===== config.mk =====
export PLATFORM = sky130hd
export DESIGN_NAME = breathe_led_scheduler
export DESIGN_NICKNAME = d
export VERILOG_FILES = /design/src/rtl/breathe_pkg.sv /design/src/rtl/breathe_gap_timer.sv /design/src/rtl/breathe_led_scheduler.sv
export SDC_FILE = /design/constraint.sdc
export NUM_CORES = 1
export LEC_CHECK = 0
export ABC_AREA = 1
export BUFFER_PORTS_ARGS = -buffer_cell sky130_fd_sc_hd__buf_2
export CAP_MARGIN = 20
export CORE_MARGIN = 5
export CORE_UTILIZATION = 55
export CTS_CLUSTER_DIAMETER = 120
export DETAILED_ROUTE_END_ITERATION = 12
export GPL_ROUTABILITY_DRIVEN = 0
export PLACE_DENSITY_LB_ADDON = 0.05
export SLEW_MARGIN = 20
export SYNTH_ARGS = -nofsm -noshare
export SYNTH_HDL_FRONTEND = slang
export SYNTH_SLANG_ARGS = --single-unit

===== constraint.sdc =====
create_clock -name sys_clk -period 2.3 [get_ports sys_clk]
set_input_delay 0 -clock sys_clk [delete_from_list [all_inputs] [get_ports sys_clk]]
set_output_delay 0 -clock sys_clk [all_outputs]
set_load 0.02 [all_outputs]

===== src/rtl/breathe_pkg.sv =====
// rtl/breathe_pkg.sv - shared encodings and width helper for the breathe-LED scheduler
package breathe_pkg;

  // Mode encodings; 2'b11 is folded into chase when start is accepted.
  localparam logic [1:0] MODE_CHASE    = 2'b00;
  localparam logic [1:0] MODE_ALL      = 2'b01;
  localparam logic [1:0] MODE_PINGPONG = 2'b10;

  // Scheduler state encoding.
  localparam logic [1:0] ST_IDLE = 2'd0;
  localparam logic [1:0] ST_RUN  = 2'd1;
  localparam logic [1:0] ST_GAP  = 2'd2;

  // Ceiling log2, used for counter widths.
  function automatic int clog2(input int value);
    int r;
    r = 0;
    for (int v = value - 1; v > 0; v = v >> 1) begin
      r = r + 1;
    end
    return r;
  endfunction

endpackage


===== src/rtl/breathe_gap_timer.sv =====
// rtl/breathe_gap_timer.sv - millisecond prescaler plus gap counter with a one-clock expiry pulse
//
// Ports:
//   clk_i      system clock
//   rst_ni     synchronous active-low reset
//   load_i     restart the timer (prescaler and ms count cleared)
//   gap_ms_i   gap length in milliseconds
//   expired_o  high for the one clock on which the gap ends
module breathe_gap_timer
  import breathe_pkg::*;
#(
  parameter int CLK_PER_MS = 50000
) (
  input  logic       clk_i,
  input  logic       rst_ni,
  input  logic       load_i,
  input  logic [9:0] gap_ms_i,
  output logic       expired_o
);

  localparam int PW = (clog2(CLK_PER_MS) < 1) ? 1 : clog2(CLK_PER_MS);
  localparam logic [PW-1:0] PRESC_LAST = PW'(CLK_PER_MS - 1);

  logic [PW-1:0] presc_q, presc_d;
  logic [9:0]    ms_q, ms_d;
  logic          active_q, active_d;
  logic          ms_tick;

  // After a load on edge e, expired_o is high during the clock that ends at
  // edge e + gap_ms*CLK_PER_MS; a zero gap expires on the very next edge.
  always_comb begin
    ms_tick   = (presc_q == PRESC_LAST);
    expired_o = active_q &&
                ((gap_ms_i == 10'd0) || (ms_tick && (ms_q == gap_ms_i - 10'd1)));
    presc_d   = presc_q;
    ms_d      = ms_q;
    active_d  = active_q;
    if (load_i) begin
      presc_d  = '0;
      ms_d     = '0;
      active_d = 1'b1;
    end else if (expired_o) begin
      presc_d  = '0;
      ms_d     = '0;
      active_d = 1'b0;
    end else if (active_q) begin
      if (ms_tick) begin
        presc_d = '0;
        ms_d    = ms_q + 10'd1;
      end else begin
        presc_d = presc_q + 1'b1;
      end
    end
  end

  always_ff @(posedge clk_i) begin
    if (!rst_ni) begin
      presc_q  <= '0;
      ms_q     <= '0;
      active_q <= 1'b0;
    end else begin
      presc_q  <= presc_d;
      ms_q     <= ms_d;
      active_q <= active_d;
    end
  end

endmodule


===== src/rtl/breathe_led_scheduler.sv =====
// rtl/breathe_led_scheduler.sv - sequences breathe-LED channels in chase, all-together or ping-pong order
//
// Ports:
//   sys_clk     system clock
//   sys_rst_n   synchronous active-low reset
//   start       pulse: begin sequencing from IDLE (mode sampled here)
//   stop        pulse: abort to IDLE, wins over everything else
//   mode        00 chase, 01 all-together, 10 ping-pong, 11 chase
//   cycle_done  per-channel end-of-breath pulses
//   ch_en       registered enable to each breathe instance
//   cur_ch      active channel index (0 in all-together mode)
//   busy        high in RUN or GAP
//   round_done  one-clock pulse when a full round ends
module breathe_led_scheduler
  import breathe_pkg::*;
#(
  parameter int NUM_CH        = 3,
  parameter int CYCLES_PER_CH = 4,
  parameter int CLK_PER_MS    = 50000,
  parameter int GAP_MS        = 200
) (
  input  logic              sys_clk,
  input  logic              sys_rst_n,
  input  logic              start,
  input  logic              stop,
  input  logic [1:0]        mode,
  input  logic [NUM_CH-1:0] cycle_done,
  output logic [NUM_CH-1:0] ch_en,
  output logic [2:0]        cur_ch,
  output logic              busy,
  output logic              round_done
);

  localparam logic [2:0] LAST_CH  = 3'(NUM_CH - 1);
  localparam logic [7:0] CNT_LAST = 8'(CYCLES_PER_CH - 1);

  logic [1:0]        state_q, state_d;
  logic [1:0]        mode_q, mode_d;
  logic [2:0]        cur_q, cur_d;
  logic [7:0]        cnt_q, cnt_d;
  logic              dir_up_q, dir_up_d;
  logic              first_q, first_d;
  logic [NUM_CH-1:0] en_q, en_d;
  logic              rd_q, rd_d;

  logic [7:0] cd_ext;
  logic       hit;
  logic       leaving_end;
  logic [2:0] next_ch;
  logic       next_dir_up;
  logic       gap_load;
  logic       gap_expired;

  breathe_gap_timer #(
    .CLK_PER_MS(CLK_PER_MS)
  ) u_gap_timer (
    .clk_i    (sys_clk),
    .rst_ni   (sys_rst_n),
    .load_i   (gap_load),
    .gap_ms_i (10'(GAP_MS)),
    .expired_o(gap_expired)
  );

  always_comb begin
    cd_ext = 8'(cycle_done);
    // All-together mode breathes in lockstep, so channel 0 paces the turn.
    hit = (mode_q == MODE_ALL) ? cd_ext[0] : cd_ext[cur_q];

    next_ch     = cur_q;
    next_dir_up = dir_up_q;
    leaving_end = 1'b0;
    case (mode_q)
      MODE_ALL: begin
        next_ch     = 3'd0;
        leaving_end = 1'b1;
      end
      MODE_PINGPONG: begin
        // Direction flips on the turnaround itself, so the end channel is not repeated.
        if (dir_up_q) begin
          if (cur_q == LAST_CH) begin
            next_ch     = cur_q - 3'd1;
            next_dir_up = 1'b0;
          end else begin
            next_ch = cur_q + 3'd1;
          end
        end else begin
          if (cur_q == 3'd0) begin
            next_ch     = 3'd1;
            next_dir_up = 1'b1;
          end else begin
            next_ch = cur_q - 3'd1;
          end
        end
        // The opening turn on channel 0 is not the end of a round.
        leaving_end = ((cur_q == LAST_CH) || (cur_q == 3'd0)) && !first_q;
      end
      default: begin
        next_ch     = (cur_q == LAST_CH) ? 3'd0 : cur_q + 3'd1;
        leaving_end = (cur_q == LAST_CH);
      end
    endcase

    state_d  = state_q;
    mode_d   = mode_q;
    cur_d    = cur_q;
    cnt_d    = cnt_q;
    dir_up_d = dir_up_q;
    first_d  = first_q;
    en_d     = en_q;
    rd_d     = 1'b0;
    gap_load = 1'b0;

    if (stop) begin
      state_d = ST_IDLE;
      en_d    = '0;
      cnt_d   = '0;
    end else begin
      case (state_q)
        ST_IDLE: begin
          if (start) begin
            state_d  = ST_RUN;
            mode_d   = ((mode == MODE_ALL) || (mode == MODE_PINGPONG)) ? mode : MODE_CHASE;
            cur_d    = 3'd0;
            cnt_d    = '0;
            dir_up_d = 1'b1;
            first_d  = 1'b1;
            en_d     = (mode == MODE_ALL) ? '1 : NUM_CH'(1);
          end
        end
        ST_RUN: begin
          if (hit) begin
            if (cnt_q == CNT_LAST) begin
              state_d  = ST_GAP;
              cnt_d    = '0;
              en_d     = '0;
              gap_load = 1'b1;
              rd_d     = leaving_end;
              first_d  = 1'b0;
            end else begin
              cnt_d = cnt_q + 8'd1;
            end
          end
        end
        ST_GAP: begin
          if (gap_expired) begin
            state_d  = ST_RUN;
            cur_d    = next_ch;
            dir_up_d = next_dir_up;
            en_d     = (mode_q == MODE_ALL) ? '1 : (NUM_CH'(1) << next_ch);
          end
        end
        default: begin
          state_d = ST_IDLE;
          en_d    = '0;
        end
      endcase
    end
  end

  always_ff @(posedge sys_clk) begin
    if (!sys_rst_n) begin
      state_q  <= ST_IDLE;
      mode_q   <= MODE_CHASE;
      cur_q    <= '0;
      cnt_q    <= '0;
      dir_up_q <= 1'b0;
      first_q  <= 1'b0;
      en_q     <= '0;
      rd_q     <= 1'b0;
    end else begin
      state_q  <= state_d;
      mode_q   <= mode_d;
      cur_q    <= cur_d;
      cnt_q    <= cnt_d;
      dir_up_q <= dir_up_d;
      first_q  <= first_d;
      en_q     <= en_d;
      rd_q     <= rd_d;
    end
  end

  assign ch_en      = en_q;
  assign cur_ch     = cur_q;
  assign busy       = (state_q != ST_IDLE);
  assign round_done = rd_q;

endmodule


* After elaboration in Yosys (flattened, before gate mapping)
Cells that the tools add are included.
** Cells by class
- $add $sub $neg :: 5
- Magnitude comparators :: 1
- Eq/ne operators :: 15
- Shifts and indexed selects :: 1
- Muxes and demuxes :: 46
- Bitwise logic cells :: 5
- Reduce and logical (&&, ||, !) cells :: 22
** Operators by type and width (count)
- 3-bit two-way mux :: 12
- 8-bit two-way mux :: 3
- 16-bit by 1-bit adder with 16-bit output (second input constant) :: 1
- 16-bit equality test (second input constant) :: 1
- 1-bit two-way mux :: 16
- 16-bit two-way mux :: 1
- 8-bit case mux with 2 select lines :: 1
- 3-bit case mux with 2 select lines :: 2
- 10-bit by 1-bit adder with 10-bit output (second input constant) :: 1
- 10-bit by 8-bit equality test with 1-bit output (second input constant) :: 1
- 2-bit two-way mux :: 5
- 5-bit AND reduction :: 2
- 3-bit case mux with 3 select lines :: 1
- 8-bit by 1-bit adder with 8-bit output (second input constant) :: 1
- 8-bit by 2-bit equality test with 1-bit output (second input constant) :: 1
- 2-bit != test (second input constant) :: 4
- 4-bit AND reduction :: 2
- 2-bit nonzero test :: 4
- 2-bit by 1-bit equality test with 1-bit output (second input constant) :: 3
- 2-bit equality test (second input constant) :: 3
- 1-bit case mux with 2 select lines :: 3
- 2-bit case mux with 3 select lines :: 1
- 3-bit AND reduction :: 2
- 1-bit inverter :: 5
- 16 further kinds :: 19
** Word-level totals
- Register bits :: 48
- Input port bits :: 9

* Logic depth before layout (Yosys ltp)
Gate-level depths: netlist (run 1).
- Depth in word-level cells :: 8
- Mapped depth :: 13
- Gate-level depth less buffers :: 13

* Modules after synthesis
From an unflattened synthesis (run 1), not the netlist that was laid out.
** Unflattened totals
- Cell total of the unflattened synthesis :: 551
- Area total of the unflattened synthesis :: 3448.3 um^2
** By module, submodules not included
- breathe_gap_timer :: instances 1, cells an instance 336, area each 2077.0 um^2, sequential area each 540.5 um^2
- breathe_led_scheduler :: instances 1, cells an instance 215, area each 1371.3 um^2, sequential area each 420.4 um^2

* Least setup slack after synthesis (run 1)
Ideal clock, no wire load.
- Path kind :: flip-flop to flip-flop
- From :: reg cur_q[0], in the netlist cur_ch[0]
- To :: reg cur_q[2], in the netlist cur_ch[2]
- Setup time :: 70 ps
- Arrival :: 1765 ps
- Setup slack :: 465 ps
- Stages on the path, launching flop included :: 10
- Path buffers :: 0
- Period minus slack after synthesis :: 1835 ps
- Path through :: dfxtp_1 > inv_2 > ha_1 > ha_1 > o21ai_0 > nand3_1 > nand2_1 > nand2_1 > or2_0 > a21oi_1
** Between the ends
- Word-level cells in the longest chain between the ends :: 6
- Elaborated cells between the ends (all ways) :: 11
- Classes of those cells :: add/sub (2); eq/ne (1); mux (7); reduce/logical (1)
** RTL lines
- start: declaration :: line breathe_led_scheduler.sv:39 : logic [2:0] cur_q, cur_d;
- start signal: assignment :: line breathe_led_scheduler.sv:173 : cur_q <= cur_d;
- 3-bit by 1-bit subtractor with 3-bit output, or another cell as far along :: line breathe_led_scheduler.sv:81, breathe_led_scheduler.sv:91
- 3-bit two-way mux, on equally long branches :: line breathe_led_scheduler.sv:87, breathe_led_scheduler.sv:80
- 3-bit two-way mux :: line breathe_led_scheduler.sv:79 : if (dir_up_q) begin
- 3-bit case mux with 2 select lines (*) :: line breathe_led_scheduler.sv:72 : case (mode_q)
- 3-bit two-way mux (*) :: line breathe_led_scheduler.sv:145 : if (gap_expired) begin
- 3-bit case mux with 2 select lines (*) :: line breathe_led_scheduler.sv:118 : case (state_q)
Mark *: on every way between the ends. The rest lies on a longest branch, timed or not. The select of a mux whose other input is x is not followed.
A chain may end at the register's enable or synchronous reset.

* Worst setup path in the final report (run 1)
- From :: reg cur_q[0], in the netlist cur_ch[0]
- To :: reg en_q[0], in the netlist ch_en[0]
** Between the ends
- Word-level cells in the longest chain between the ends :: 8
- Elaborated cells between the ends (all ways) :: 18
- Classes of those cells :: add/sub (2); eq/ne (2); shift (1); mux (11); reduce/logical (2)
** RTL lines
- 3-bit by 1-bit subtractor with 3-bit output, or another cell as far along :: line breathe_led_scheduler.sv:81, breathe_led_scheduler.sv:91
- 3-bit two-way mux, on equally long branches :: line breathe_led_scheduler.sv:87, breathe_led_scheduler.sv:80
- 3-bit two-way mux :: line breathe_led_scheduler.sv:79
- 3-bit case mux with 2 select lines :: line breathe_led_scheduler.sv:72
- 1-bit by 3-bit << shifter with 3-bit output :: line breathe_led_scheduler.sv:149 : en_d = (mode_q == MODE_ALL) ? '1 : (NUM_CH'(1) << next_ch);
- 3-bit two-way mux :: line breathe_led_scheduler.sv:149
- 3-bit two-way mux :: line breathe_led_scheduler.sv:145
- 3-bit case mux with 3 select lines :: line breathe_led_scheduler.sv:118
- end signal: assignment :: line breathe_led_scheduler.sv:177 : en_q <= en_d;
- end: declaration :: line breathe_led_scheduler.sv:43 : logic [NUM_CH-1:0] en_q, en_d;
Several ways; a longest one is shown, not always the timed one. The select of a mux whose other input is x is not followed.

==> impl_metrics.csv, run 1 <==
group,metric,value,unit
synthesis,ys.flop_type,"dfxtp_1",
grt,grt.busiest_layer,"met2",
floorplanning,die_w,81.37,um
sta,rsz0062_at_grt,"no",
critical_path,cp_common_cell,"nor2_1",
synthesis,syn_nets,441,
critical_path,cp-start-kind,"flip-flop",
clock_network,clock-sinks,48,
floorplanning,start_util,55.56,%
synthesis,synth_top_area_share,34.30,%
floorplanning,placementRows,26,
critical_path,path_class,"reg -> reg",
worst_hold_path,min_path_type,"in -> reg",
sta,hold_viol_final,0,
grt,globalRouteMet3Util,3.991,%
synthesis,yosys-top-cells-count,"87 x nand2_1, 62 x nor2_1, 56 x inv_1",
critical_path,cp-end-kind,"flip-flop",
sta,tns,0,ps
grt,grt_use_total,19.87,%
grt,overflow,0,
synthesis,synth.distinct_cells,31,
grt,grt_pass1_vias,2459,
routing,wl_per_cell,11.52,um
grt,met1_usage,25.78,%
sta,layout_min_cycle_time,1907,ps
power,power,1.519,mW
synthesis,yosys_warnings,0,
placement,dp_slack,418.4,ps
floorplanning,num_io_pins,17,
routing,viasPerCell,5.090,
clock_network,cts_tree,"built",
synthesis,ys_seq_area_share,34.30,%
power,irDropWorstVdd,0.3193,mV
flow_run,cap_violations,0,
clock_network,clock_path_buffers,2,
grt,grt_max_degree,16,
power,p_leak,1.228,nW
sta,setup_viol,0,
routing,wl,5.912,mm
synthesis,synth_most_common_cell,"nand2_1",
placement,dp_hpwl,4.539,mm
clock_network,ctsHtreeMaxLevel,2,
clock_network,clk_pin_slew,90,ps
routing,ant_nets,0,
critical_path,slowest_delay,480,ps
clock_network,cts_root_buffer,"clkbuf_8",
critical_path,worst_ep_arrival_time,2100,ps
outcome,status,"complete, no violations",
sta,min_period_over_period,82.91,%
critical_path,crit_slowest_cell,"dfxtp_1",
routing,initialDrtViolationCount,135,
routing,vias,2611,
grt,globalRouteMet2Util,32.49,%
grt,grt_pass1_wl,10.43,mm
critical_path,crit_fanout,8,
synthesis,synth_cells,421,
critical_path,path_cells,"inv_2, ha_1, ha_1, o21ai_0, nand3_1, nand3_1, nor2_1, nor2_1, nor2_1, nor2_1, nor2_1",
routing,first_pass_iters,4,
synthesis,synth.avg_cell_area,6.654,um2
floorplanning,die_h,81.37,um
critical_path,crit_required,2490,ps
grt,antenna_found_initial,0,
layout,nFillCells,473,
clock_network,clk_latency,300,ps
clock_network,cts_buffers,5,
sta,worstMarginPinSlew,444.7,ps
floorplanning,core,5042,um2
placement,port_buffers,16,
synthesis,ys_ff_latch,48,
layout,nets,463,
synthesis,yosysTopAreaCell,"dfxtp_1",
synthesis,synth.area.top_cells,"dfxtp_1 34%, nand2_1 12%, nor2_1 8.3%",
critical_path,critPathTopFamily,"simple AND/OR/NAND/NOR gates",
synthesis,synthesis.area,2801,um2
sta,slew_headroom,70.27,%
layout,drive_gt1_share,10.16,%
layout,area_growth,9.156,%
sta,fmax,524.4,MHz
sta,setup_ws,393.1,ps
floorplanning,dieArea,6621,um2
layout,num_antenna_cells,0,
critical_path,critPathBufInv,1,
sta,fin_skew,9.869,ps
power,power.density,496.8,nW/um2
routing,post-route-drc-count,0,
synthesis,synthArstFlopShare,0,%
synthesis,synth_edf_count,0,
sta,slew_viol_final,0,
clock_network,postCtsSetupBuffers,0,
## worst paths after layout
check / from / to / slack [ps] / depth (start not counted)
min reg2reg: cnt_q[6] / cnt_q[6] / 490 / 2
max: cur_ch[0] / ch_en[0] / 390 / 11
max reg2reg: cur_ch[0] / ch_en[0] / 390 / 11
min: mode[0] / mode_q[1] / 60 / 4
## placed cells by master (no fill, tap or decap), drive strengths merged, types with 6 or more instances in the layout
cell type  count
clkbuf         6
a21oi         33
o21ai         11
ha            11
nor2          68
nand3         33
nand4         17
inv           63
xor2           8
dfxtp         48
buf           18
nand2         90
nor3          22
## timing repair
action,in CTS,in global routing
resized for setup,0,0
endpoints found under the hold margin,3,0
setup endpoints to repair,0,0
hold buffers,1,0
## kinds of logic (layout without fill, tap and decap cells)
kind of cell               count (synthesis)  in the layout  share of synthesized area [%]
and+or+nand+nor                          237            237                          39.30
buffers and inverters                     67             89                          9.513
AOI/OAI and AO/OA                         49             49                          9.156
DFF                                       48             48                          34.30
adders and majority gates                 11             11                          4.913
xor gates and xnor gates                   9              9                          2.814
## final cells by class
type,instances,area (um2),area share (%)
inverters,63,239.0,7.815
clock inverters,1,8.758,0.2864
repair buffers,19,105.1,3.437
flip-flops and latches,48,960.9,31.42
clock buffers,6,82.58,2.700
multi-input cells,306,1574,51.47
well taps,70,87.58,2.864
## tightest hold or removal path, delay by kind of cell
| family | cells | cell delay, ps |
|---|---|---|
| compound gates | 2 | 190 |
| buf+inv | 2 | 110 |
## flip-flops by register name, indices dropped and copies added, names as in the netlist
register	flops
ch_en	3
cnt_q	8
cur_ch	3
dir_up_q	1
first_q	1
mode_q	2
round_done	1
state_q	2
u_gap_timer.active_q	1
u_gap_timer.ms_q	10
u_gap_timer.presc_q	16
## stage by stage
step | hold slack [ps] | instances | instance area (um2) | utilization [%]
final | 62.15 | 513 | 3058 | 60.65
after CTS | 31.37 | 513 | 3058 | 60.65
after floorplan | 120.5 | 421 | 2801 | -
after detailed placement | 303.2 | 505 | 2957 | 58.64
after global placement | 288.2 | 505 | 2957 | 58.64
after global routing | 64.47 | 513 | 3058 | 60.65
## routing by layer
metal / part of all wire (%) / up-vias
met2: 46 / 43
met3: 3.3 / 9
met5: 0 / -
met4: 1.9 / 0
met1: 48 / 1149
li1: - / 1410
## report_power, final
part           total (mW)  switching, mW  internal (mW)
Sequential          0.851        0.00845          0.842
Clock               0.522          0.282          0.240
Combinational       0.146         0.0985         0.0479
Total                1.52          0.389           1.13
Note: power is estimated with default switching activity, not from simulation.
==> inputs of run 2 (changes only) <==
==> constraint.sdc (replaced) <==
create_clock -name sys_clk -period 1.7 [get_ports sys_clk]
set_input_delay 0 -clock sys_clk [delete_from_list [all_inputs] [get_ports sys_clk]]
set_output_delay 0 -clock sys_clk [all_outputs]
set_load 0.02 [all_outputs]
==> run 2 against run 1 <==
  * Cell area grew 10%
  * Die area is the same
  * Count of clock-buffer cells in the layout is the same
  * Via count grew 7.6%
  * Utilization grew 6.4 points
  * Clock skew grew 2.5 ps
  * Routed wire length grew 11%
  * Sequential power grew 35%
  * Register-to-register slack lost 390 ps
  * Combinational power grew 63%
  * Global-route usage grew 0.43 points
  * Clock power grew 70%
  * Critical path type unchanged
==> impl_metrics.csv, run 2 (synthesized netlist as in run 1, its figures left out) <==
group,metric,value,unit
outcome,status,"complete, no violations",
layout,largest_reg_flops,16,
sta,tns,0,ps
routing,ant_nets,0,
placement,dp_hpwl,4.771,mm
layout,regMostFlops,"u_gap_timer.presc_q",
critical_path,critPathBufInv,1,
layout,ff_latch_area,970.9,um2
layout,area_growth,20.59,%
clock_network,cts_buffers,5,
clock_network,cts_tree,"built",
layout,utilization,67.00,%
critical_path,r2r_setup_slack,6,ps
sta,fmax,590.4,MHz
routing,initialDrtViolationCount,113,
grt,grt_pass1_wl,10.83,mm
layout,num_antenna_cells,0,
flow_run,cap_violations,0,
routing,wl,6.546,mm
routing,viasPerCell,5.250,
critical_path,cp-start-kind,"flip-flop",
critical_path,cp-end-kind,"flip-flop",
floorplanning,num_io_pins,17,
layout,multi_input_area,1669,um2
sta,fin_skew,12.39,ps
floorplanning,core,5042,um2
routing,first_pass_iters,4,
grt,overflow,0,
clock_network,clk_pin_slew,100,ps
layout,nets,484,
power,power.density,673.9,nW/um2
floorplanning,placementRows,26,
critical_path,crit_required,1950,ps
critical_path,path_class,"reg -> reg",
power,p_leak,1.381,nW
power,power,2.277,mW
critical_path,slowest_delay,350,ps
clock_network,clk_latency,310,ps
worst_hold_path,min_path_type,"in -> reg",
sta,layout_min_cycle_time,1694,ps
clock_network,clock_path_buffers,2,
critical_path,crit_fanout,3,
layout,final_area,3378,um2
grt,grt_use_total,20.30,%
critical_path,reg2reg_from,"cur_ch[0]",
critical_path,crit_slowest_cell,"dfxtp_4",
grt,antenna_found_initial,0,
worst_hold_path,whs_path_depth,4,
worst_hold_path,hold_end,"mode_q[1]",
sta,slew_viol_final,0,
sta,min_period_over_period,99.63,%
sta,rsz0062_at_grt,"yes",
layout,nFillCells,445,
critical_path,cp_common_cell,"nand2_1",
sta,setup_viol,0,
clock_network,ctsHtreeMaxLevel,2,
sta,worstMarginPinSlew,388.0,ps
critical_path,path_cells,"inv_2, ha_2, ha_1, o21ai_1, nand3_1, nand2_1, nand2_1, or2_0, a21oi_1",
critical_path,worst_ep_arrival_time,1940,ps
layout,final_cell_mix,"83 x nand2_1, 59 x nor2_1, 55 x inv_1, 42 x dfxtp_1, 30 x a21oi_1",
placement,port_buffers,16,
placement,dpl_cell_area,3107,um2
critical_path,critPathTopFamily,"adder cells",
floorplanning,die_w,81.37,um
clock_network,clock-sinks,48,
critical_path,reg2reg_to,"cur_ch[2]",
routing,wl_per_cell,12.24,um
layout,layout_commonest_cell,"nand2_1",
critical_path,rr_worst_depth,9,
clock_network,cts_root_buffer,"clkbuf_8",
floorplanning,dieArea,6621,um2
sta,slew_headroom,74.04,%
routing,post-route-drc-count,0,
power,irDropWorstVdd,0.4090,mV
worst_hold_path,hold_start,"mode[0]",
sta,hold_viol_final,0,
floorplanning,start_util,55.56,%
grt,grt_pass1_vias,2549,
routing,vias,2809,
floorplanning,die_h,81.37,um
layout,top_regs,"u_gap_timer.presc_q (16), u_gap_timer.ms_q (10), cnt_q (8)",
layout,drive_gt1_share,19.78,%
grt,grt_max_degree,16,
## run 2: changes by cell type in the layout (fill, tap and decap cells not counted), moves of 4 or more
cell     previous run  this run
o21ai_1             0         4
o21ai_0            11         6
buf_4               2        21
nand2_1            87        83
dfxtp_1            48        42
dfxtp_2             0         5
## run 2: worst min-delay path: stages
cell and delay [ps]:
buf_2 70, inv_1 40, a21oi_1 110, a211oi_1 50
## run 2: cell type report
type | count | share of cell area [%]
flip-flops and latches | 48 | 28.74
clock buffers | 6 | 2.444
multi-input cells | 306 | 49.41
repair buffers | 40 | 8.519
clock inverters | 2 | 1.148
inverters | 63 | 7.148
well taps | 70 | 2.593
## run 2: power breakdown
group          leakage (nW)  internal [mW]  switching, mW  total (mW)
Clock                0.0614          0.482          0.406       0.888
Combinational         0.929         0.0861          0.152       0.238
Sequential            0.391           1.14         0.0123        1.15
## run 2: what timing repair did
item / CTS / global route
hold buffers: 1 / 0
pin swaps: 4 / 12
endpoints found under the hold margin: 2 / 0
setup endpoints to repair: 2 / 41
buffers inserted: 1 / 4
resized for setup: 4 / 30
## run 2: worst max-delay path by stage
stage	startpoint	to	cells after the start
after floorplan	cur_ch[1]	cur_ch[2]	9
after global placement	cur_ch[1]	cur_ch[1]	9
after detailed placement	cur_ch[0]	cur_ch[2]	9
after CTS	u_gap_timer.presc_q[1]	cur_ch[2]	10
after global routing	cur_ch[2]	cur_ch[2]	8
final	cur_ch[0]	cur_ch[2]	9
## run 2: per-stage QoR
step,worst slack (ps),hold WS (ps),cells
after floorplan,6.204,120.5,421
after global placement,-14.86,303.8,521
after detailed placement,17.02,309.1,521
after CTS,10.81,17.68,531
after global routing,-112.9,49.54,535
final,6.316,21.02,535
## run 2: routing by layer
metal | GRT usage, % | routed length [um] | share of wire [%]
met3 | 2.993 | 265 | 4.0
met5 | 0 | 0 | 0
met4 | 6.926 | 135 | 2.1
met1 | 25.66 | 2978 | 45
met2 | 35.02 | 3166 | 48
==> inputs of run 3 (changes only) <==
--- a/config.mk
+++ b/config.mk
@@ -5,11 +5,10 @@
 export SDC_FILE = /design/constraint.sdc
 export NUM_CORES = 1
 export LEC_CHECK = 0
-export ABC_AREA = 1
 export BUFFER_PORTS_ARGS = -buffer_cell sky130_fd_sc_hd__buf_2
 export CAP_MARGIN = 20
 export CORE_MARGIN = 5
-export CORE_UTILIZATION = 55
+export CORE_UTILIZATION = 54
 export CTS_CLUSTER_DIAMETER = 120
 export DETAILED_ROUTE_END_ITERATION = 12
 export GPL_ROUTABILITY_DRIVEN = 0
==> run 3 against run 2 <==
  * The run now ends with negative setup slack left
  * Count of clock-buffer cells in the layout up 1
  * Utilization grew 12 points
  * Flip-flop and latch count stayed put
  * Critical path depth did not move
  * Critical endpoint is now u_gap_timer.presc_q[13]
  * Largest cell class unchanged
==> impl_metrics.csv, run 3 <==
group,metric,value,unit
power,irDropWorstVdd,0.4585,mV
critical_path,crit_required,1890,ps
layout,drive_gt1_share,42.07,%
floorplanning,die_h,80.11,um
synthesis,synthArstFlopShare,0,%
routing,ant_nets,0,
synthesis,synth.avg_cell_area,8.425,um2
layout,nFillCells,337,
synthesis,synth.distinct_cells,55,
sta,fin_skew,7.653,ps
critical_path,rr_worst_depth,9,
layout,utilization,79.24,%
sta,worstMarginPinSlew,625.7,ps
layout,top_regs,"u_gap_timer.presc_q (16), u_gap_timer.ms_q (10), cnt_q (8)",
clock_network,ctsHtreeMaxLevel,2,
grt,grt_use_total,22.85,%
layout,final_cell_mix,"62 x buf_4, 38 x dfxtp_1, 27 x nor2_1, 24 x nand2_1",
floorplanning,start_util,55.82,%
routing,wl_per_cell,15.45,um
placement,port_buffers,16,
placement,dp_slack,-328.7,ps
layout,layout_commonest_cell,"buf_4",
floorplanning,num_io_pins,17,
placement,place_inst,443,
critical_path,path_class,"reg -> reg",
sta,slew_headroom,58.19,%
sta,slew_viol_final,0,
clock_network,cts_tree,"built",
sta,hold_viol_final,0,
synthesis,synth_top_area_share,36.21,%
critical_path,cp-end-kind,"flip-flop",
synthesis,syn_nets,335,
routing,viasPerCell,5.649,
synthesis,synth_most_common_cell,"dfxtp_1",
critical_path,crit_end,"u_gap_timer.presc_q[13]",
outcome,violations,"negative setup slack",
worst_hold_path,min_path_type,"in -> reg",
clock_network,clock_path_buffers,2,
power,power.density,553.0,nW/um2
placement,dp_hpwl,4.715,mm
synthesis,yosys_warnings,0,
synthesis,ys_ff_latch,48,
grt,antenna_found_initial,0,
clock_network,cts_buffers,5,
sta,min_period_over_period,115.5,%
layout,num_antenna_cells,0,
layout,ff_latch_area,980.9,um2
synthesis,synth_cells,315,
sta,rsz0062_at_grt,"yes",
power,p_leak,1.426,nW
sta,setup_viol,46,
critical_path,cp-start-kind,"flip-flop",
routing,vias,2621,
clock_network,clock-sinks,48,
outcome,status,"finished with violations",
sta,setup_ws,-263.1,ps
floorplanning,die_w,80.11,um
synthesis,ys.flop_type,"dfxtp_1",
sta,fmax,509.4,MHz
layout,final_cells,464,
routing,post-route-drc-count,0,
critical_path,r2r_setup_slack,-260,ps
layout,regMostFlops,"u_gap_timer.presc_q",
clock_network,clk_pin_slew,90,ps
grt,overflow,0,
sta,layout_min_cycle_time,1963,ps
layout,largest_reg_flops,16,
synthesis,synth_edf_count,0,
floorplanning,placementRows,25,
synthesis,synthesis.area,2654,um2
synthesis,yosys-top-cells-count,"48 x dfxtp_1, 33 x nor2_1, 24 x nand2_1",
power,power,2.083,mW
synthesis,yosysTopAreaCell,"dfxtp_1",
critical_path,reg2reg_from,"mode_q[1]",
routing,wl,7.167,mm
floorplanning,core,4755,um2
clock_network,clk_latency,300,ps
grt,grt_max_degree,16,
critical_path,reg2reg_to,"u_gap_timer.presc_q[13]",
synthesis,ys_seq_area_share,36.21,%
floorplanning,dieArea,6417,um2
flow_run,cap_violations,0,
critical_path,startpoint,"mode_q[1]",
layout,nets,416,
synthesis,synth.area.top_cells,"dfxtp_1 36%, ha_1 5.2%, xor2_1 5.0%",
critical_path,worst_ep_arrival_time,2150,ps
clock_network,cts_root_buffer,"clkbuf_8",
critical_path,crit_fanout,14,
layout,area_growth,41.96,%
routing,initialDrtViolationCount,171,
grt,grt_pass1_wl,11.65,mm
layout,multi_input_area,1923,um2
routing,first_pass_iters,4,
grt,grt_pass1_vias,2513,
-- run 3: cell count changes in the layout (fill, tap and decap cells not counted), moves of 17 or more --
| cell | previous run | this run |
|---|---|---|
| buf_4 | 21 | 62 |
| nor2_1 | 59 | 27 |
| a21oi_1 | 30 | 6 |
| inv_1 | 55 | 9 |
| nand2_1 | 83 | 24 |
| nor3_1 | 22 | 5 |
| nand3_1 | 27 | 7 |
-- run 3: report_power, final --
group	leakage, nW	internal, mW	switching, mW
clock	0.0488	0.333	0.385
sequential	0.393	1.13	0.0112
combinational	0.984	0.105	0.120
total	1.43	1.57	0.516
-- run 3: area by class of cell --
cell class | count | area share (%)
flip-flops and latches | 48 | 26.04
repair buffers | 85 | 16.81
clock buffers | 7 | 2.292
inverters | 13 | 1.428
clock inverters | 1 | 0.1661
well taps | 67 | 2.225
multi-input cells | 243 | 51.05
-- run 3: stage by stage --
step                      instance area (um2)  hold slack, ps  setup TNS, ps
after floorplan                          2860           233.7          -5549
after global placement                   3368           380.7          -7404
after detailed placement                 3368           381.8          -8916
after CTS                                3650           69.88          -8812
after global routing                     3767           89.61         -13060
final                                    3767           72.14         -10330
-- run 3: cell families after synthesis --
kind of cell             count (synthesis)  synth area share, %
flip-flops                              48                36.21
adder cells (fa/ha/maj)                 11                5.186
AO/OA/AOI/OAI                           62                15.98
AND/OR/NAND/NOR                        144                30.13
multiplexers                             2               0.8015
buffers and inverters                   24                3.772
XOR/XNOR                                24                7.921
-- run 3: critical path, cell delays in order, from the launching register on --
cell and delay (ps):
dfxtp_2 370, inv_2 50, ha_2 190, o21bai_1 160, a22oi_2 260, nand4_1 220, buf_4 200, o211ai_4 190
buf_12 160, nor2_1 50
-- run 3: worst min-delay path by stage --
stage | startpoint | cells past startpoint | end | slack (ps)
3_3_place_gp | mode[0] | 4 | mode_q[0] | 380
2_1_floorplan | mode[0] | 3 | mode_q[0] | 230
6_report | mode[0] | 4 | mode_q[0] | 70
3_5_place_dp | mode[0] | 4 | mode_q[0] | 380
4_1_cts | sys_rst_n | 2 | dir_up_q | 70
5_1_grt | sys_rst_n | 2 | first_q | 90
-- run 3: routing by layer --
| metal | up-vias | part of all wire, % | track usage [%] |
|---|---|---|---|
| met3 | 6 | 4.1 | 3.251 |
| met1 | 1250 | 45 | 28.74 |
| met2 | 60 | 50 | 39.82 |
| met4 | 0 | 0.84 | 7.601 |
| met5 | - | 0 | 0 |
| li1 | 1305 | - | - |
-- run 3: what timing repair did --
| action | 4_1_cts | 5_1_grt |
|---|---|---|
| gates cloned | 1 | 0 |
| setup buffers | 9 | 3 |
| pin swaps | 13 | 6 |
| gates resized for setup | 23 | 23 |
| endpoints found under the setup margin | 46 | 46 |
| hold buffers | 0 | 0 |
